$ cat config.mk
export PLATFORM = sky130hd
export DESIGN_NAME = theia_bus_scheduler
export DESIGN_NICKNAME = d
export VERILOG_FILES = /design/src/rtl/theia_bus_scheduler_pkg.sv /design/src/rtl/theia_bus_scheduler_rr_pick.sv /design/src/rtl/theia_bus_scheduler.sv
export SDC_FILE = /design/constraint.sdc
export NUM_CORES = 1
export LEC_CHECK = 0
export ABC_AREA = 1
export BUFFER_PORTS_ARGS = -buffer_cell sky130_fd_sc_hd__buf_4
export CAP_MARGIN = 20
export CORE_MARGIN = 4
export CORE_UTILIZATION = 25
export DETAILED_ROUTE_END_ITERATION = 16
export SLEW_MARGIN = 20
export SYNTH_ARGS = -nofsm -noshare
export SYNTH_HDL_FRONTEND = slang
export SYNTH_HIERARCHICAL = 1
export SYNTH_SLANG_ARGS = --single-unit
$ cat constraint.sdc
create_clock -name CLK_I -period 3.05 [get_ports CLK_I]
set_input_delay 0.305 -clock CLK_I [delete_from_list [all_inputs] [get_ports CLK_I]]
set_output_delay 0.305 -clock CLK_I [all_outputs]
set_load 0.1 [all_outputs]
$ cat src/rtl/theia_bus_scheduler_pkg.sv
// Shared defaults and FSM state encoding for the Theia bus scheduler.
package theia_bus_scheduler_pkg;

   localparam int NUM_REQ_DEF = 4;
   localparam int SEL_W_DEF   = 2;
   localparam int TIMEOUT_DEF = 255;

   typedef enum logic [1:0] {
      ST_IDLE    = 2'd0,
      ST_GRANT   = 2'd1,
      ST_RELEASE = 2'd2
   } state_t;

endpackage

$ cat src/rtl/theia_bus_scheduler_rr_pick.sv
// Round-robin pick: first eligible index at or above rr_ptr, wrapping to the lowest.
// Latency: purely combinational.
// Backpressure: none; valid is low when nothing is eligible.
module rr_pick
   import theia_bus_scheduler_pkg::*;
#(
   parameter int NUM_REQ = NUM_REQ_DEF,
   parameter int SEL_W   = SEL_W_DEF
) (
   input  logic [NUM_REQ-1:0] eligible,
   input  logic [SEL_W-1:0]   rr_ptr,
   output logic [SEL_W-1:0]   winner,
   output logic               valid
);

   logic [SEL_W-1:0] low_any;
   logic [SEL_W-1:0] low_above;
   logic             hit_above;

   // Descending scan so the last hit is the lowest index in each class.
   always_comb begin
      low_any   = '0;
      low_above = '0;
      hit_above = 1'b0;
      valid     = 1'b0;
      for (int i = NUM_REQ - 1; i >= 0; i--) begin
         if (eligible[i]) begin
            low_any = SEL_W'(i);
            valid   = 1'b1;
            if (i >= int'(rr_ptr)) begin
               low_above = SEL_W'(i);
               hit_above = 1'b1;
            end
         end
      end
      winner = hit_above ? low_above : low_any;
   end

endmodule

$ cat src/rtl/theia_bus_scheduler.sv
// Round-robin bus scheduler for NUM_REQ cores with a per-grant ACK watchdog.
// Latency: grant one cycle after an eligible request; ACK routed with zero latency.
// Backpressure: grant held while the owner requests; TIMEOUT stalled cycles revoke it.
module theia_bus_scheduler
   import theia_bus_scheduler_pkg::*;
#(
   parameter int NUM_REQ = NUM_REQ_DEF,
   parameter int SEL_W   = SEL_W_DEF,
   parameter int TIMEOUT = TIMEOUT_DEF
) (
   input  logic               CLK_I,
   input  logic               RST_I,
   input  logic [NUM_REQ-1:0] iRequest,
   input  logic [NUM_REQ-1:0] iStb,
   input  logic [NUM_REQ-1:0] iEnable,
   input  logic               ACK_I,
   output logic [NUM_REQ-1:0] oGrant,
   output logic [SEL_W-1:0]   oBusSelect,
   output logic               oCyc,
   output logic [NUM_REQ-1:0] oAck,
   output logic               oTimeout,
   output logic [SEL_W-1:0]   oErrCore
);

   localparam int               CNT_W    = $clog2(TIMEOUT + 1);
   localparam logic [CNT_W-1:0] CNT_MAX  = CNT_W'(TIMEOUT);
   localparam logic [CNT_W-1:0] CNT_LAST = CNT_W'(TIMEOUT - 1);
   localparam logic [SEL_W-1:0] SEL_TOP  = SEL_W'(NUM_REQ - 1);

   state_t             state_q, state_d;
   logic [SEL_W-1:0]   sel_q;
   logic [SEL_W-1:0]   rr_ptr_q;
   logic [SEL_W-1:0]   err_q;
   logic [CNT_W-1:0]   wd_cnt_q, wd_cnt_d;
   logic [NUM_REQ-1:0] eligible;
   logic [NUM_REQ-1:0] sel_onehot;
   logic [SEL_W-1:0]   pick_idx;
   logic               pick_vld;
   logic               req_held;
   logic               stb_held;
   logic               stalled;
   logic               expire;
   logic [SEL_W-1:0]   next_ptr;

   assign eligible = iRequest & iEnable;

   rr_pick #(
      .NUM_REQ (NUM_REQ),
      .SEL_W   (SEL_W)
   ) u_rr_pick (
      .eligible (eligible),
      .rr_ptr   (rr_ptr_q),
      .winner   (pick_idx),
      .valid    (pick_vld)
   );

   always_comb begin
      sel_onehot = '0;
      for (int i = 0; i < NUM_REQ; i++) begin
         sel_onehot[i] = (sel_q == SEL_W'(i));
      end
   end

   assign req_held = |(iRequest & sel_onehot);
   assign stb_held = |(iStb & sel_onehot);
   assign stalled  = (state_q == ST_GRANT) && stb_held && !ACK_I;
   assign next_ptr = (sel_q == SEL_TOP) ? '0 : sel_q + 1'b1;

   always_comb begin
      state_d  = state_q;
      wd_cnt_d = '0;
      expire   = 1'b0;
      case (state_q)
         ST_IDLE: begin
            if (pick_vld) state_d = ST_GRANT;
         end
         ST_GRANT: begin
            // A same-cycle ACK_I clears stalled, so it wins over expiry.
            expire = stalled && (wd_cnt_q == CNT_LAST);
            if (expire || !req_held) begin
               state_d = ST_RELEASE;
            end else if (stalled) begin
               wd_cnt_d = (wd_cnt_q == CNT_MAX) ? wd_cnt_q : wd_cnt_q + 1'b1;
            end
         end
         ST_RELEASE: state_d = ST_IDLE;
         default:    state_d = ST_IDLE;
      endcase
   end

   always_ff @(posedge CLK_I or posedge RST_I) begin
      if (RST_I) begin
         state_q  <= ST_IDLE;
         sel_q    <= '0;
         rr_ptr_q <= '0;
         wd_cnt_q <= '0;
         err_q    <= '0;
      end else begin
         state_q  <= state_d;
         wd_cnt_q <= wd_cnt_d;
         if (state_q == ST_IDLE && pick_vld) sel_q <= pick_idx;
         if (expire) err_q <= sel_q;
         if (state_q == ST_RELEASE) rr_ptr_q <= next_ptr;
      end
   end

   assign oGrant     = (state_q == ST_GRANT) ? sel_onehot : '0;
   assign oCyc       = (state_q == ST_GRANT);
   assign oBusSelect = sel_q;
   assign oAck       = (ACK_I && req_held) ? oGrant : '0;
   assign oTimeout   = expire;
   assign oErrCore   = expire ? sel_q : err_q;

endmodule

======== Word-level counts from Yosys, hierarchy flattened ========
Cells that the tools add are included.
storage, ports and cells
  register bits ........................... 16
  output and inout port bits .............. 14
  logic and storage cells ................. 69
operators by class
  add/sub/neg operators ................... 2
  order comparisons ....................... 3
  equality and inequality tests ........... 10
  multiplexer cells ....................... 33
  bitwise gates (word level) .............. 3
  reduce and logical (&&, ||, !) cells .... 13
operators by type and width
  cell                                                                                 count
  8-bit two-way mux                                                                    4
  2-bit two-way mux                                                                    15
  8-bit equality test (second input constant)                                          2
  4-bit AND                                                                            3
  1-bit two-way mux                                                                    11
  8-bit by 1-bit adder with 8-bit output (second input constant)                       1
  4-bit two-way mux                                                                    2
  4-bit OR reduction                                                                   2
  2-bit equality test (second input constant)                                          3
  1-bit logical AND                                                                    5
  2-bit by 1-bit equality test with 1-bit output (second input constant)               2
  1-bit by 2-bit greater-or-equal comparator with 1-bit output (first input constant)  2
  2-bit logical NOT                                                                    2
  4-bit inequality test (second input constant)                                        1
  2-bit case mux with 2 select lines                                                   1
  2-bit by 1-bit adder with 2-bit output (second input constant)                       1
  2-bit greater-or-equal comparator (first input constant)                             1
  1-bit logical NOT                                                                    2
  2-bit by 1-bit inequality test with 1-bit output (second input constant)             1
  2-bit inequality test (second input constant)                                        1
  2-bit AND reduction                                                                  1
  1-bit logical OR                                                                     1

======== Depth between registers and ports, before layout ========
Gate-level depths: netlist (run 1).
  depth after elaboration ................. 9
  gate-level depth with buffers ........... 10
  depth with buffers taken out ............ 10

======== Modules after synthesis ========
Netlist (run 1), hierarchy kept.
modules (own cells, without submodules)
  module               times used  cells each  area each (sq um)  seq. area each (sq um)
  theia_bus_scheduler  1           146         1,138.6            400.4
  rr_pick              1           20          81.3               0.0

======== Least setup slack after synthesis (run 1) ========
No wires, ideal clock.
  path type ............................... register -> output
  start ................................... register sel_q[0], in the netlist oBusSelect[0]
  end ..................................... output oAck[0]
  data arrival time ....................... 3.731 ns
  required time ........................... 2.745 ns
  setup slack ............................. -0.986 ns
  stages on the path, launching flop included .. 6
  path buffers ............................ 0
  path through ............................ dfrtp_1 ha_1 nand2_1 nand4_4 nand2_1 nor3_1
between the ends
  cells in the longest elaborated chain, start to end .. 5
  elaborated cells on any way between the ends .. 9
  those cells by class .................... 3 x eq/ne; 2 x mux; 1 x bitwise; 3 x reduce/logical
RTL lines
  what                                                                          RTL line                    text
  start: declaration                                                            theia_bus_scheduler.sv:31   logic [SEL_W-1:0] sel_q;
  start signal: assignment                                                      theia_bus_scheduler.sv:101  if (state_q == ST_IDLE && pick_vld) sel_q <= pick_idx;
  2-bit by 1-bit equality test with 1-bit output, or another cell as far along  theia_bus_scheduler.sv:60   sel_onehot[i] = (sel_q == SEL_W'(i));
  4-bit AND                                                                     theia_bus_scheduler.sv:64   assign req_held = |(iRequest & sel_onehot);
  4-bit OR reduction                                                            theia_bus_scheduler.sv:64
  1-bit logical AND                                                             theia_bus_scheduler.sv:110  assign oAck = (ACK_I && req_held) ? oGrant : '0;
  4-bit two-way mux *                                                           theia_bus_scheduler.sv:110
  end: declaration                                                              theia_bus_scheduler.sv:20   output logic [NUM_REQ-1:0] oAck,
Every way passes the cells marked *; elsewhere a longest branch is shown, timed or not.

======== Worst setup path in the final report (run 1) ========
  start ................................... register sel_q[0], in the netlist oBusSelect[0]
  end ..................................... output oErrCore[1]
between the ends
  cells in the longest elaborated chain, start to end .. 8
  elaborated cells on any way between the ends .. 11
  those cells by class .................... 3 x eq/ne; 2 x mux; 1 x bitwise; 5 x reduce/logical
RTL lines
  what                                                                          RTL line                   text
  2-bit by 1-bit equality test with 1-bit output, or another cell as far along  theia_bus_scheduler.sv:60
  4-bit AND *                                                                   theia_bus_scheduler.sv:65  assign stb_held = |(iStb & sel_onehot);
  4-bit OR reduction *                                                          theia_bus_scheduler.sv:65
  1-bit logical AND * (2 in series)                                             theia_bus_scheduler.sv:66  assign stalled = (state_q == ST_GRANT) && stb_held && !ACK_I;
  1-bit logical AND *                                                           theia_bus_scheduler.sv:79  expire = stalled && (wd_cnt_q == CNT_LAST);
  1-bit two-way mux *                                                           theia_bus_scheduler.sv:73  case (state_q)
  2-bit two-way mux *                                                           -
  end: declaration                                                              theia_bus_scheduler.sv:22  output logic [SEL_W-1:0] oErrCore
Marked as above.

==> reports/metrics.csv, run 1 <==
metric;value;unit
CP Capture Type;primary output;
Post-Place Worst Slack;0.900;ns
status;finished, final reports clean;
Hold WC Path Type;in2async;
Post-Synthesis Cells;166;
RSZ-0062 raised after global routing;false;
Post-CTS Hold Buffers;0;
Final Wtd Congestion;0.780;
drt drc;0;
WS Path Type;reg2out;
Num CTS Buffers;3;
Cells after DPL;261;
IO Count;29;
CP max-delay cell;dfrtp_1;
CP max FO;10;
Lkg Pwr;0.861;nW
Fin Clk Skew;0.0100;ns
ys async rst share;100;%
vias in the first global route;1146;
Skew-Pair Late Insertion Delay;0.25;ns
EDFF count, synth;0;
Reg2Reg Depth;9;
Seq/Total Area, Yosys;32.8;%
CTS clk-pin slew, worst paths;0.07;ns
H-tree depth;1;
post-CTS sizing;0;
top post-synthesis cells by area;dfrtp_1 33%, nand2_1 13%, inv_1 9.2%, ha_1 6.2%, nor2_1 5.2%;
Synthesized Nets;187;
WL/cell;11.0;µm
cell taking the most area after synthesis;dfrtp_1;
CP Data Required Time;2.74;ns
Max VDD drop;0.463;mV
ANT cells;0;
crit-path leading delay family;simple AND/OR/NAND/NOR gates;
Longest Clk Path Bufs;2;
Max Cap Viol;0;
warnings from Yosys;6;
power per cell area;822;mW/mm²
Final Net Count;220;
Detail Placement HPWL;2240;µm
routed vias;1101;
worst-margin pin slew;0.635;ns
share of cells above drive strength 1;28.4;%
final WL;2890;µm
Final Cycle Share;78.8;%
Root Buffer;clkbuf_8;
area of the mapped netlist;0.00122;mm²
Clock Sinks;16;
CP Launch Type;flip-flop;
fmax;416;MHz
Synth Register Bits;16;
core area;0.00472;mm²
FF-to-FF End;wd_cnt_q[1];
Die W;77.9;µm
Synth top area share;32.8;%
final cell count without fillers;264;
Worst R2R Start;oBusSelect[0];
setup violators final;0;
Setup Buffers After CTS;0;
Buf+Inv Stages, Crit Path;2;
Top FF cell, synth;dfrtp_1;
Die ar.;0.00606;mm²
slowest stage delay, CP;0.42;ns
DRT iter0 DRCs;53;
Top cell by count, worst path;nand2_1;
worst setup margin;0.647;ns
list of most frequent post-synthesis cells;43 x nand2_1, 30 x inv_1, 17 x nor2_1;
Area Growth Syn to Fin;31.0;%
crit path time final;2.40;ns
ANT nets after route;0;
Starting Density;25.8;%
flop2flop setup slack;1.37;ns
Hold Fails Final Rpt;0;
initial antenna violation count;0;
Total Routing Usage GR;10.5;%
first-pass GRT wire length;5240;µm
Pre-antenna DRT Iters;4;
pin count of the biggest net entering global routing;17;
CTS tree;yes;
# rows;25;
syn avg cell area;7.35;µm²
PortBufs;28;
Filler cells;499;
Synth cell types;27;
hold slack;0.134;ns
worst-path cell chain;inv_1 -> ha_1 -> nand2_1 -> nand2_1 -> nor2_2 -> nor2_8 -> nand2_4 -> o21ai_1 -> buf_4;
Critical Path AT;2.10;ns
Via density;4.17;
worst slew margin relative to its limit;57.6;%
cell with the most instances after synthesis;nand2_1;
Die Y;77.9;µm
Overflow after GRT;0;
Pins Over Slew Limit;0;
-- metal layers --
layer,wire [µm],up-vias,track usage (%)
met1,1540,482,15.7
li1,-,585,-
met2,1150,29,14.5
met4,58,0,4.80
met3,142,5,1.62
met5,0,-,0
-- logic make-up after synthesis --
| logic type | after synthesis | share of synthesized area [%] |
|---|---|---|
| buffers and inverters | 34 | 10.7 |
| DFF | 16 | 32.8 |
| and+or+nand+nor | 94 | 41.8 |
| adders and majority gates | 6 | 6.15 |
| AOI/OAI and AO/OA | 16 | 8.51 |
-- layout by cell type, fill, tap and decap left out --
master    synthesis  layout
nand2_1          43      43
inv_1            30      30
buf_4             0      29
nor2_1           17      17
dfrtp_1          16      16
nand3_1           7       7
nand4_1           6       6
ha_1              6       6
o21ai_2           5       5
a21oi_1           4       4
o21ai_1           4       4
nand2_2           3       3
nand3b_1          3       3
nor3_4            0       3
clkbuf_8          0       3
nand2_4           2       2
clkinv_2          2       2
nand4_4           2       2
o31ai_1           1       1
inv_2             1       1
nor2_2            1       1
nor2_8            1       1
nor2_4            1       1
nand3_4           1       1
nand2_8           1       1
o21ai_0           1       1
o21bai_1          1       1
nor3_2            0       1
or2_1             1       1
nor3_1            5       1
-- sequential cells by signal, indices dropped and copies added (netlist names) --
register and count:
err_q 2, oBusSelect 2, rr_ptr_q 2, state_q 2, wd_cnt_q 8
-- layout make-up --
cell class | instances | area, µm² | area share [%]
multi-input combinational | 116 | 728 | 45.6
sequential | 16 | 400 | 25.1
timing repair buffer | 29 | 218 | 13.6
inverter | 33 | 126 | 7.91
tap | 67 | 83.8 | 5.25
clock buffer | 3 | 41.3 | 2.58
-- stage by stage --
step	TNS [ns]	util (%)	total power [W]	instance area [µm²]
2_1_floorplan	-1.83	-	0.000979	1260
3_3_place_gp	0	33.0	0.00116	1560
3_5_place_dp	0	33.0	0.00116	1560
4_1_cts	0	33.8	0.00132	1600
5_1_grt	0	33.8	0.00141	1600
6_report	0	33.8	0.00131	1600
-- power breakdown --
part	total, W	switching [W]	internal (W)
logic	0.000861	0.000660	0.000200
clock network	0.000162	0.0000748	0.0000877
registers	0.000290	0.0000382	0.000252
-- worst max-delay path by stage --
stage             endpoint  depth (start not counted)          start  slack (ns)
2_1_floorplan  oErrCore[0]                          7  oBusSelect[0]       -0.41
3_3_place_gp   oErrCore[1]                          9  oBusSelect[0]        0.90
3_5_place_dp   oErrCore[1]                          9  oBusSelect[0]        0.90
4_1_cts        oErrCore[1]                          9  oBusSelect[0]        0.61
5_1_grt        oErrCore[0]                         10  oBusSelect[0]        0.44
6_report       oErrCore[1]                          9  oBusSelect[0]        0.65
Note: power is estimated with default switching activity, not from simulation.
==> inputs of run 2 (changes only) <==
ABC_AREA = 0   (was 1)
clock period = 2.5 ns   (was 3.05 ns; I/O delays follow)
==> run 2 against run 1 <==
Die area down 11%. Via count fell by 12%. Worst setup slack worse by 0.48 ns. Design area decreased by 10%. Routed wire length down 9.6%. Largest cell class unchanged.
==> reports/metrics.csv, run 2 <==
metric;value;unit;change
Synth top area share;37.2;%;was 32.8%
final WL;2620;µm;was 2890 µm
fmax;428;MHz;
post-CTS sizing;0;;unchanged
ys async rst share;100;%;unchanged
CTS clk-pin slew, worst paths;0.07;ns;about the same
Total Routing Usage GR;9.81;%;was 10.5%
Post-Synthesis Cells;119;;was 166
max reg flops;8;;unchanged
Cells after DPL;196;;was 261
H-tree depth;1;;unchanged
Detail Placement HPWL;2080;µm;was 2240 µm
first-pass GRT wire length;4240;µm;was 5240 µm
initial antenna violation count;0;;unchanged
Top FF cell, synth;dfrtp_1;;unchanged
Comb pwr share;55.8;%;was 65.6%
Skew-Pair Late Insertion Delay;0.25;ns;about the same
Hold Fails Final Rpt;0;;unchanged
Sequential Power Share;27.3;%;was 22.1%
Clk network pwr share;16.9;%;was 12.4%
Synth cell types;38;;was 27
Pins Over Slew Limit;0;;unchanged
Setup Buffers After CTS;0;;unchanged
simple-gate area share of the yosys netlist;28.0;%;was 41.8%
adder-cell area share of the yosys netlist;6.97;%;was 6.15%
worst slew margin relative to its limit;60.0;%;was 57.6%
syn avg cell area;9.05;µm²;was 7.35 µm²
CP Data Required Time;2.25;ns;was 2.74 ns
core area;0.00409;mm²;was 0.00472 mm²
CP Capture Type;primary output;;unchanged
Max Cap Viol;0;;unchanged
Starting Density;26.4;%;was 25.8%
Die W;73.6;µm;was 77.9 µm
# rows;23;;was 25
setup violators final;0;;unchanged
drt drc;0;;unchanged
cell with the most instances after synthesis;dfrtp_1;;was nand2_1
commonest non-fill, non-tap cell in the layout;buf_4;;was nand2_1
worst-margin pin slew;0.600;ns;was 0.635 ns
top post-synthesis cells by area;dfrtp_1 37%, ha_1 7.0%, and2_1 4.6%, inv_1 4.2%, nor2_1 3.8%;;was dfrtp_1 33%, nand2_1 13%, inv_1 9.2%, ha_1 6.2%, nor2_1 5.2%
CP max FO;6;;was 10
switching share of power;51.4;%;was 58.9%
Seq/Total Area, Yosys;37.2;%;was 32.8%
routed vias;969;;was 1101
ANT nets after route;0;;unchanged
WS Path Type;reg2out;;unchanged
status;finished, final reports clean;;unchanged
Clock Sinks;16;;unchanged
Final Cycle Share;93.5;%;
warnings from Yosys;6;;unchanged
main combinational cell family by area after synthesis;simple AND/OR/NAND/NOR gates;;unchanged
Area Growth Syn to Fin;33.3;%;was 31.0%
final cell count without fillers;200;;was 264
area of the mapped netlist;0.00108;mm²;was 0.00122 mm²
vias in the first global route;956;;was 1146
Die ar.;0.00542;mm²;was 0.00606 mm²
Die Y;73.6;µm;was 77.9 µm
Max VDD drop;0.678;mV;was 0.463 mV
post-synthesis mux area share;4.07;%;was 0%
Root Buffer;clkbuf_8;;unchanged
CTS tree;yes;;unchanged
DRT iter0 DRCs;25;;was 53
EDFF count, synth;0;;unchanged
Fin Clk Skew;0.00824;ns;was 0.0100 ns
Compound-Gate Fraction of Synth Area;17.2;%;was 8.51%
Num CTS Buffers;3;;unchanged
Overflow after GRT;0;;unchanged
Hold WC Path Type;in2async;;unchanged
Critical Path AT;2.09;ns;was 2.10 ns
crit path time final;2.34;ns;
IO Count;29;;unchanged
Synth Register Bits;16;;unchanged
largest register by flop count;wd_cnt_q;;unchanged
list of most frequent post-synthesis cells;16 x dfrtp_1, 12 x inv_1, 11 x nor2_1;;was 43 x nand2_1, 30 x inv_1, 17 x nor2_1
Post-CTS Hold Buffers;0;;unchanged
share of cells above drive strength 1;32.7;%;was 28.4%
RSZ-0062 raised after global routing;false;;unchanged
power per cell area;948;mW/mm²;was 822 mW/mm²
Setup Total Neg Slack;0;ns;unchanged
ANT cells;0;;unchanged
Psw;0.000700;W;was 0.000773 W
Synthesized Nets;140;;was 187
cell taking the most area after synthesis;dfrtp_1;;unchanged
commonest non-fill, non-tap cells in the layout;29 x buf_4, 14 x dfrtp_1, 12 x inv_1, 9 x nand2_1;;was 43 x nand2_1, 30 x inv_1, 29 x buf_4, 17 x nor2_1, 16 x dfrtp_1
pin count of the biggest net entering global routing;17;;unchanged
CP Launch Type;flip-flop;;unchanged
Lkg Pwr;0.662;nW;was 0.861 nW
WL/cell;13.1;µm;was 11.0 µm
Filler cells;430;;was 499
P_int;0.000661;W;was 0.000540 W
Final Wtd Congestion;0.881;;was 0.780
Synth Area in XOR/XNOR;1.63;%;was 0%
Longest Clk Path Bufs;2;;unchanged
Final Net Count;172;;was 220
Pre-antenna DRT Iters;4;;unchanged
PortBufs;28;;unchanged
Via density;4.85;;was 4.17
-- run 2: layout make-up --
type	count	area, µm²	area share (%)
multi-input cells	89	653	45.5
flip-flops and latches	16	403	28.0
repair buffers	29	218	15.2
well taps	50	62.6	4.36
clock buffers	4	55.1	3.83
inverters	12	45.0	3.14
-- run 2: metrics by stage --
stage                     hold WS, ns  util (%)  worst slack (ns)  total power [W]  cell area, µm²
after global placement          0.348      33.8             0.487          0.00113            1380
after CTS                      0.0796      35.2             0.156          0.00137            1440
after detailed placement        0.353      33.8             0.440          0.00113            1380
final                          0.0645      35.2             0.163          0.00136            1440
after global routing            0.114      35.2            0.0489          0.00144            1440
after floorplan                 0.164         -             0.162         0.000965            1110
-- run 2: path summary, 6_finish.rpt --
kind                       depth (start not counted)  slack (ns)          start            end
max in group asynchronous                          2        2.00          RST_I  oBusSelect[0]
min in group CLK_I                                 4        0.40    iRequest[3]     state_q[1]
max reg2reg                                        6        0.65    wd_cnt_q[0]    wd_cnt_q[3]
min reg2reg                                        1        0.50       err_q[1]       err_q[1]
min                                                2        0.06          RST_I  oBusSelect[1]
max                                                7        0.16  oBusSelect[0]    oErrCore[0]
-- run 2: cells by family after synthesis --
kind of cell	count (synthesis)
simple gates	49
compound gates	28
flops	16
buf+inv	14
fa+ha+maj	6
mux	4
xor+xnor	2
-- run 2: power groups by stage --
stage               clock network, W  registers, W  logic, W
global placement                   0      0.000368  0.000759
detailed placement                 0      0.000375  0.000758
finish                      0.000230      0.000371  0.000760
floorplan                          0      0.000455  0.000509
global route                0.000251      0.000379  0.000808
CTS                         0.000236      0.000370  0.000762
-- run 2: routing by layer --
| layer | global-route usage [%] | wire (µm) |
|---|---|---|
| met1 | 11.4 | 1040 |
| met4 | 3.62 | 24 |
| met5 | 0 | 0 |
| met2 | 17.3 | 1460 |
| met3 | 2.33 | 86 |
-- run 2: critical path, cell delays in order, from the launching register on --
cell	delay [ns]
dfrtp_2	0.42
inv_1	0.09
ha_1	0.24
a22oi_1	0.17
nand2_1	0.09
nand4_1	0.20
mux2_2	0.38
buf_4	0.24
==> inputs of run 3 (changes only) <==
--- a/config.mk
+++ b/config.mk
@@ -12,2 +12,3 @@
 export CORE_UTILIZATION = 25
+export CTS_BUF_LIST = sky130_fd_sc_hd__clkbuf_8
 export DETAILED_ROUTE_END_ITERATION = 16
==> constraint.sdc (replaced) <==
create_clock -name CLK_I -period 2.5 [get_ports CLK_I]
set_input_delay 0 -clock CLK_I [delete_from_list [all_inputs] [get_ports CLK_I]]
set_output_delay 0 -clock CLK_I [all_outputs]
set_load 0.1 [all_outputs]
==> run 3 against run 2 <==
Worst hold slack better by 0.11 ns. Power fell by 4.9%. Largest cell class unchanged. Critical path type unchanged. Largest power group unchanged. Clock-buffer cell count shrank 1.
==> reports/metrics.csv, run 3 (synthesis results as in run 2) <==
metric;value;unit;change
final cell count without fillers;199;;was 200
Detail Placement HPWL;2040;µm;was 2080 µm
Setup Buffers After CTS;0;;unchanged
Fin Clk Skew;0.00306;ns;was 0.00824 ns
worst setup margin;0.354;ns;was 0.163 ns
Max Cap Viol;0;;unchanged
Cells after DPL;195;;was 196
WS Path Type;reg2out;;unchanged
# rows;23;;unchanged
first-pass GRT wire length;4220;µm;was 4240 µm
largest register by flop count;wd_cnt_q;;unchanged
CP Capture Type;primary output;;unchanged
CTS clk-pin slew, worst paths;0.06;ns;was 0.07 ns
Skew-Pair Late Insertion Delay;0.24;ns;was 0.25 ns
Critical Path AT;2.15;ns;was 2.09 ns
CP max FO;6;;unchanged
post-CTS sizing;0;;unchanged
H-tree depth;1;;unchanged
CP Launch Type;flip-flop;;unchanged
status;finished, final reports clean;;unchanged
share of cells above drive strength 1;31.5;%;was 32.7%
Via density;5.01;;was 4.85
RSZ-0062 raised after global routing;false;;unchanged
fin util;34.4;%;was 35.2%
Die Y;73.6;µm;unchanged
Lkg Pwr;0.652;nW;was 0.662 nW
Die ar.;0.00542;mm²;unchanged
crit path time final;2.15;ns;was 2.34 ns
Post-CTS Hold Buffers;1;;was 0
Pre-antenna DRT Iters;4;;unchanged
worst-margin pin slew;0.617;ns;was 0.600 ns
pin count of the biggest net entering global routing;17;;unchanged
commonest non-fill, non-tap cell in the layout;buf_4;;unchanged
Max VDD drop;0.744;mV;was 0.678 mV
Area after DPL;0.00135;mm²;was 0.00138 mm²
Clock Sinks;16;;unchanged
routed vias;997;;was 969
initial antenna violation count;0;;unchanged
ANT nets after route;0;;unchanged
Final Wtd Congestion;0.839;;was 0.881
Num CTS Buffers;3;;unchanged
ANT cells;0;;unchanged
Longest Clk Path Bufs;2;;unchanged
drt drc;0;;unchanged
DRT iter0 DRCs;28;;was 25
CP Data Required Time;2.50;ns;was 2.25 ns
CTS tree;yes;;unchanged
Area Growth Syn to Fin;30.4;%;was 33.3%
Hold WC Path Type;in2reg;;was in2async
Filler cells;426;;was 430
max reg flops;8;;unchanged
power per cell area;921;mW/mm²;was 948 mW/mm²
setup violators final;0;;unchanged
WL/cell;13.1;µm;about the same
Starting Density;26.4;%;unchanged
vias in the first global route;943;;was 956
Hold Fails Final Rpt;0;;unchanged
Overflow after GRT;0;;unchanged
Die W;73.6;µm;unchanged
Final Net Count;172;;unchanged
worst slew margin relative to its limit;58.8;%;was 60.0%
final WL;2610;µm;was 2620 µm
Final Cycle Share;85.8;%;was 93.5%
PortBufs;28;;unchanged
Post-Place Worst Slack;0.623;ns;was 0.440 ns
Total Routing Usage GR;9.85;%;was 9.81%
Pins Over Slew Limit;0;;unchanged
Setup Total Neg Slack;0;ns;unchanged
fmax;466;MHz;was 428 MHz
Root Buffer;clkbuf_8;;unchanged
core area;0.00409;mm²;unchanged
fin area;0.00141;mm²;was 0.00144 mm²
commonest non-fill, non-tap cells in the layout;28 x buf_4, 14 x dfrtp_1, 12 x inv_1, 9 x nand2_1;;was 29 x buf_4, 14 x dfrtp_1, 12 x inv_1, 9 x nand2_1
IO Count;29;;unchanged
==> run 3: changes by cell type in the layout (fill, tap and decap cells not counted), sizes merged <==
| cell | previous run | this run |
|---|---|---|
| buf | 29 | 28 |
| clkbuf | 4 | 3 |
| dlygate4sd3 | 0 | 1 |
==> run 3: worst paths after layout <==
path,from,endpoint,slack [ns],cells after the start
setup / recovery,oBusSelect[0],oErrCore[1],0.35,7
hold / removal,iRequest[3],state_q[1],0.18,4
setup reg to reg,wd_cnt_q[0],wd_cnt_q[0],0.66,4
hold reg to reg,err_q[0],err_q[0],0.49,1
max in group asynchronous,RST_I,oBusSelect[1],1.68,3
min in group asynchronous,RST_I,err_q[1],0.39,3
==> run 3: layer usage <==
| layer | global-route usage, % | up-vias | wire length, µm |
|---|---|---|---|
| met4 | 4.02 | 0 | 6 |
| met2 | 16.3 | 35 | 1390 |
| met1 | 12.1 | 483 | 1080 |
| met5 | 0 | - | 0 |
| li1 | - | 477 | - |
| met3 | 2.46 | 2 | 132 |
==> run 3: worst max-delay path, cell delays in order, from the launching register on <==
cell and delay, ns:
dfrtp_2 0.41, inv_1 0.09, ha_1 0.25, a22oi_1 0.18, nand2_1 0.10, nand4_1 0.23
mux2_2 0.39, buf_4 0.24
==> run 3: cell type report <==
class | count | area [µm²] | share of cell area (%)
multi-input combinational | 89 | 633 | 45.1
sequential | 16 | 403 | 28.7
timing repair buffer | 29 | 220 | 15.7
tap | 50 | 62.6 | 4.45
inverter | 12 | 45.0 | 3.21
clock buffer | 3 | 41.3 | 2.94
==> run 3: power by group <==
group | internal [W] | leakage [nW] | switching, W
registers | 0.000308 | 0.212 | 0.0000587
logic | 0.000201 | 0.419 | 0.000536
clock network | 0.000107 | 0.0216 | 0.0000831
==> run 3: metrics by stage <==
step                power (W)  hold WS, ns
detailed placement    0.00111        0.122
global route          0.00138        0.218
global placement      0.00110        0.113
floorplan            0.000947      -0.0864
finish                0.00129        0.178
CTS                   0.00130        0.174
